==> config.mk <==
export PLATFORM = sky130hd
export DESIGN_NAME = prbs_lfsr
export DESIGN_NICKNAME = d
export VERILOG_FILES = /design/src/rtl/prbs_pkg.sv /design/src/rtl/prbs_lfsr.sv
export SDC_FILE = /design/constraint.sdc
export NUM_CORES = 1
export LEC_CHECK = 0
export ABC_AREA = 1
export BUFFER_PORTS_ARGS = -buffer_cell sky130_fd_sc_hd__buf_2
export CORE_ASPECT_RATIO = 1.2
export CORE_MARGIN = 8
export CORE_UTILIZATION = 35
export DETAILED_ROUTE_END_ITERATION = 16
export GPL_TIMING_DRIVEN = 0
export SETUP_SLACK_MARGIN = 0.3
export SLEW_MARGIN = 10
export SYNTH_ARGS = -nofsm -noshare
export SYNTH_HDL_FRONTEND = slang
export SYNTH_SLANG_ARGS = --single-unit
export TNS_END_PERCENT = 20
==> constraint.sdc <==
create_clock -name clk -period 0.9 [get_ports clk]
set_input_delay 0 -clock clk [delete_from_list [all_inputs] [get_ports clk]]
set_output_delay 0 -clock clk [all_outputs]
set_load 0.03 [all_outputs]
==> src/rtl/prbs_pkg.sv <==
// Shared definitions for the PRBS generator and checker: states, polynomial codes, tap lookup.
package prbs_pkg;

  localparam int unsigned SR_W  = 23;
  localparam int unsigned TAP_W = 5;

  typedef enum logic [1:0] {
    SEARCH = 2'd0,
    VERIFY = 2'd1,
    LOCKED = 2'd2
  } state_e;

  localparam logic [1:0] POLY_PRBS7  = 2'b00;
  localparam logic [1:0] POLY_PRBS9  = 2'b01;
  localparam logic [1:0] POLY_PRBS15 = 2'b10;
  localparam logic [1:0] POLY_PRBS23 = 2'b11;

  typedef struct packed {
    logic [TAP_W-1:0] n;
    logic [TAP_W-1:0] m;
  } taps_t;

  // Tap pair (N, M) for polynomial x^N + x^M + 1.
  function automatic taps_t poly_taps(input logic [1:0] sel);
    taps_t t;
    case (sel)
      POLY_PRBS7:  t = '{n: 5'd7,  m: 5'd6};
      POLY_PRBS9:  t = '{n: 5'd9,  m: 5'd5};
      POLY_PRBS15: t = '{n: 5'd15, m: 5'd14};
      default:     t = '{n: 5'd23, m: 5'd18};
    endcase
    return t;
  endfunction

  function automatic logic [TAP_W-1:0] poly_len(input logic [1:0] sel);
    taps_t t;
    t = poly_taps(sel);
    return t.n;
  endfunction

endpackage

==> src/rtl/prbs_lfsr.sv <==
// 23-bit receive shift register (sr[0] newest) with tap-selectable prediction.
module prbs_lfsr
  import prbs_pkg::*;
(
  input  logic       clk,
  input  logic       rst_n,
  input  logic       clr,
  input  logic       shift_en,
  input  logic       shift_din,
  input  logic [1:0] poly_sel,
  output logic       pred_c,
  output logic       nz_next_c
);

  logic [SR_W-1:0] sr_q, sr_d;
  logic [SR_W-1:0] mask;
  taps_t           taps;

  assign taps   = poly_taps(poly_sel);
  assign mask   = SR_W'((32'h1 << taps.n) - 32'h1);
  assign pred_c = sr_q[taps.n - TAP_W'(1)] ^ sr_q[taps.m - TAP_W'(1)];
  // Low N bits nonzero after shift_din is shifted in (used by the fill check).
  assign nz_next_c = |({sr_q[SR_W-2:0], shift_din} & mask);

  always_comb begin
    sr_d = sr_q;
    if (clr) begin
      sr_d = '0;
    end else if (shift_en) begin
      sr_d = {sr_q[SR_W-2:0], shift_din};
    end
  end

  always_ff @(posedge clk or negedge rst_n) begin
    if (!rst_n) begin
      sr_q <= '0;
    end else begin
      sr_q <= sr_d;
    end
  end

endmodule

# After elaboration in Yosys (flattened, before gate mapping)
# Cells that the tools add are included.
word_totals:
  latch_bits: 0
  ff_bits: 23
  ram_bits: 0
  rom_bits: 0
  memories: 0
  wordCells: 21
  inputBits: 7
op_classes:
  reduce_logical: 3
  n_eq_ne: 2
  mux: 7
  bitwise_logic: 2
  n_shift: 1
  div_mod_pow: 0
  magnitude_cmp: 2
  multipliers: 0
  n_addsub: 3
op_table:
  columns: ["operator", "count"]
  rows:
  - ["$mux W23", 2]
  - ["$pmux W10 S3", 1]
  - ["$and A23 B23 Y23", 1]
  - ["$reduce_or A23 Y1", 1]
  - ["$shl A1 B5 Y23 const A", 1]
  - ["$sub A23 B1 Y23 const B", 1]
  - ["$lt A5 B6 Y1 const B", 2]
  - ["$bmux W1 S5", 2]
  - ["$sub A5 B1 Y5 const B", 2]
  - ["$eq A2 B1 Y1 const B", 1]
  - ["$eq A2 B2 Y1 const B", 1]
  - ["$logic_not A2 Y1", 1]
  - ["$mux W1", 2]
  - ["$reduce_bool A2 Y1", 1]
  - ["$xor A1 B1 Y1", 1]

# Depth between registers and ports, before layout
depth:
  depth_word: 6
  depth_mapped: 14
  mapped_depth_nobuf: 13

# Least setup slack after synthesis
# OpenSTA, ideal clock, no wires.
synth_timing:
  kind: "input to output"
  startpoint: "in poly_sel[1]"
  endpoint: "out pred_c"
  slack_ns: -0.293
  cell_stages: 14
  t_arrival_ns: 1.193
  n_path_buf: 1
  required_ns: 0.900
  cell_sequence: "inv_1 ha_1 buf_2 inv_2 nand2_2 nand2_1 nand2_1 nand2_1 nand2_1 nand2_1 nand2_1 nand3_1 nand2_1 nand2_1"
synth_via:
  elab_chain_cells: 6
synth_lines:
  columns: ["item", "line", "text"]
  rows:
  - ["from (decl)", "prbs_lfsr.sv:10", "input logic [1:0] poly_sel,"]
  - ["$eq A2 B2 Y1 (tied with other cells)", "prbs_pkg.sv:26", "case (sel)"]
  - ["$pmux W10 S3 *", "prbs_pkg.sv:26", null]
  - ["$sub A5 B1 Y5", "prbs_lfsr.sv:21", "assign pred_c = sr_q[taps.n - TAP_W'(1)] ^ sr_q[taps.m - TAP_W'(1)];"]
  - ["$bmux W1 S5", "prbs_lfsr.sv:21", null]
  - ["$mux W1 (implied by the code)", "prbs_lfsr.sv:21", null]
  - ["$xor A1 B1 Y1 *", "prbs_lfsr.sv:21", null]
  - ["to (decl)", "prbs_lfsr.sv:11", "output logic pred_c,"]
# Mark *: on every way between the ends. The rest lies on a longest branch, timed or not. The select of a mux whose other input is x is not followed.

# Final worst setup path
layout_timing:
  startpoint: "reg sr_q[14]"
  endpoint: "out pred_c"
layout_via:
  elab_chain_cells: 3
layout_lines:
  columns: ["item", "line", "text"]
  rows:
  - ["from (decl)", "prbs_lfsr.sv:15", "logic [SR_W-1:0] sr_q, sr_d;"]
  - ["from (signal assigned)", "prbs_lfsr.sv:38", "sr_q <= sr_d;"]
  - ["$bmux W1 S5", "prbs_lfsr.sv:21", null]
  - ["$mux W1 (implied by the code)", "prbs_lfsr.sv:21", null]
  - ["$xor A1 B1 Y1 *", "prbs_lfsr.sv:21", null]
# Marks and branches as above.

==> qor.yml <==
worst_setup_path:
  r2r-start: "sr_q[1]"
  worstSetupStartpoint: "sr_q[14]"
  worstSetupPathType: "reg -> out"
  cp-end-kind: "output port"
  crit_path_max_incr_delay_ps: 390
  critical_path.max_fanout: 3
  startpoint_type: "flop"
  cp.required_ps: 900
  critPathSlowestCell: "dfrtp_1"
  path_cells: "inv_2 > nand2_2 > nand2_1 > nand2_1 > nand2_1 > nand2_1 > nand3_1 > nand2_1 > nand4_1 > nand2_4 > buf_6"
  cp_num_buf_inv: 2
  crit_family: "simple AND/OR/NAND/NOR gates"
  critical_path_arrival_ps: 1500
  cpMostUsedCell: "nand2_1"
timing:
  whs_ps: -295
  setup_viol: 3
  post-route-period-util_pct: 167
  slew_violations: 0
  skew_ps: 2.26
  rsz0062_at_grt: "yes"
  final.setup.worst_slack_ps: -605
  slew_headroom_pct: 65.3
  finalSetupTns_ps: -1190
  hold_violations: 29
  period_minus_slack_ps: 1500
  worst_slew_pin_slew_ps: 520
  max_clock_freq_mhz: 665
detailed_routing:
  wl_per_cell_um: 13.5
  first_pass_iters: 4
  vias_per_cell: 4.94
  ant_nets: 0
  m1WireLength_mm: 1.69
  wl_mm: 3.62
  dr.max_layer_used: "met4"
  drc: 0
  wl_met3_um: 173
  drtIter0Drc: 89
  routed-wl-met2_mm: 1.71
  route.vias.total: 1329
yosys:
  synth_most_common_cell: "nand2_1"
  synth_cells: 194
  synthArstFlopShare_pct: 100
  synth_seq_cells: 23
  synth_area_um2: 1410
  yosys-top-cells-count: "nand2_1 (55), dfrtp_1 (23), inv_1 (22)"
  synthTopCellsByArea: "dfrtp_1 (41%), nand2_1 (15%), nand3_1 (6.7%)"
  syn-mean-instance-area_um2: 7.28
  synth_top_cell_by_area: "dfrtp_1"
  synth_warnings: 0
  synth_seq_area_share_pct: 40.8
  synth_edf_count: 0
  synth.net_count: 207
  synth_top_cell_area_share_pct: 40.8
  synth_cell_types: 23
  yosys_most_used_dff: "dfrtp_1"
floorplan:
  die_w_um: 74.0
  initial_utilization_pct: 36.1
  die_y_um: 85.6
  fp.dieArea_um2: 6330
  fp-row-count: 25
  ios: 9
  core_region_area_um2: 3910
grt:
  track_usage_pct: 12.0
  grt_pass1_wl_mm: 6.07
  grt_max_degree: 24
  antenna_found_initial: 0
  grt_pass1_vias: 1281
  gr-total-overflow: 0
finish:
  largest_reg_flops: 23
  drive_above_1_share_pct: 35.8
  top_regs: "sr_q (23)"
  multi_input_area_um2: 845
  area_growth_pct: 30.0
  diodes: 0
  seq_area_um2: 578
  largest-register: "sr_q"
  nets: 229
  num-fill-cells: 401
cts:
  clock-sinks: 23
  cts_max_level: 1
  cts_tree: "built"
  cts_root_buf: "clkbuf_8"
  cts_buffer_depth: 2
  cts_buffers: 3
  clock_latency_ps: 260
  clk_pin_slew_ps: 80
placement:
  place_ws_ps: -547
  dp_hpwl_mm: 2.67
  gp_congestion: 0.818
  numPortBuffers: 7
power:
  ir_worst_vdd_mv: 0.808
  p_per_area_nw_per_um2: 1160
  power_leakage_uw: 0.000853
min_path:
  hold_class: "in -> async"
status:
  violations: "hold timing, setup timing"
  outcome: "complete, but fails checks"
run:
  drv_cap: 0
[path summary, 6_finish.rpt]
check | to | slack, ps | cells after the start
max in group asynchronous | sr_q[17] | 820 | 1
setup / recovery | pred_c | -600 | 11
setup reg to reg | sr_q[2] | -10 | 4
hold / removal | sr_q[1] | -290 | 1
min in group clk | sr_q[8] | -20 | 2
hold reg to reg | sr_q[7] | 520 | 2
[stage by stage]
step	power [uW]	area (um^2)	instances	util, %	hold WS [ps]
floorplan	1360	1520	194	-	-296
global placement	1470	1630	255	41.6	2.95
detailed placement	1470	1630	255	41.6	10.9
CTS	2130	1750	264	44.7	-272
global route	2230	1830	269	46.9	-261
finish	2130	1830	269	46.9	-295
[worst register-to-register path: stages, from the launching register on]
cell,delay (ps)
dfrtp_1,420
buf_4,150
buf_6,110
nand3_1,70
o21ai_1,60
[cells by family after synthesis]
group | count (synthesis) | share of synthesized area [%]
compound gates | 38 | 15.8
fa+ha+maj | 6 | 5.32
buf+inv | 32 | 9.31
flops | 23 | 40.8
simple gates | 95 | 28.8
[report_power, final]
group	total (uW)	leakage, uW	switching, uW	internal (uW)
clock	637	0.0000228	322	315
combinational	450	0.000513	285	166
sequential	1050	0.000317	7.69	1040
total	2130	0.000853	614	1520
[layer usage]
metal,vias up,track usage (%)
met5,-,0
met4,0,4.01
met3,4,2.22
met2,28,18.9
met1,614,15.9
li1,683,-
[cells in the final DEF, fill, tap and decap left out]
| master | Yosys | final |
|---|---|---|
| nor4_4 | 0 | 1 |
| nand3_2 | 0 | 2 |
| inv_1 | 22 | 7 |
| buf_4 | 0 | 6 |
| o21ai_1 | 2 | 15 |
| buf_6 | 1 | 9 |
| nand4_1 | 2 | 2 |
| ha_1 | 6 | 4 |
| nand2_2 | 2 | 14 |
| dfrtp_2 | 0 | 2 |
| o21ai_0 | 18 | 4 |
| inv_2 | 3 | 17 |
| o31ai_2 | 0 | 3 |
| nor3_1 | 1 | 1 |
| inv_6 | 0 | 1 |
| nor4_1 | 3 | 1 |
| nor2_1 | 12 | 11 |
| o2111ai_4 | 0 | 1 |
| nand2_4 | 0 | 2 |
| nor4_2 | 0 | 1 |
| nor2_4 | 1 | 1 |
| clkbuf_1 | 2 | 1 |
| clkbuf_8 | 0 | 4 |
| nand3_1 | 19 | 17 |
| dfrtp_1 | 23 | 21 |
| nand2_1 | 55 | 41 |
| a21oi_1 | 6 | 6 |
| clkbuf_2 | 0 | 1 |
| ha_4 | 0 | 2 |
| o21ai_2 | 1 | 2 |
| nor2_2 | 0 | 1 |
| o31ai_1 | 8 | 5 |
| o211ai_1 | 2 | 2 |
| buf_2 | 3 | 7 |
[repair_timing]
action,4_1_cts,5_1_grt
setup buffers,5,5
resized for setup,27,24
pin swaps,17,21
endpoints found under the setup margin,25,25
hold endpoints to repair,30,29
[layout make-up]
cell class / count / area share [%]
buffer: 7 / 3.41
clock buffer: 4 / 2.46
inverter: 25 / 5.39
multi-input combinational: 139 / 46.0
sequential: 23 / 31.5
tap: 54 / 3.68
timing repair buffer: 17 / 7.50
(Power assumes the default switching activity.)
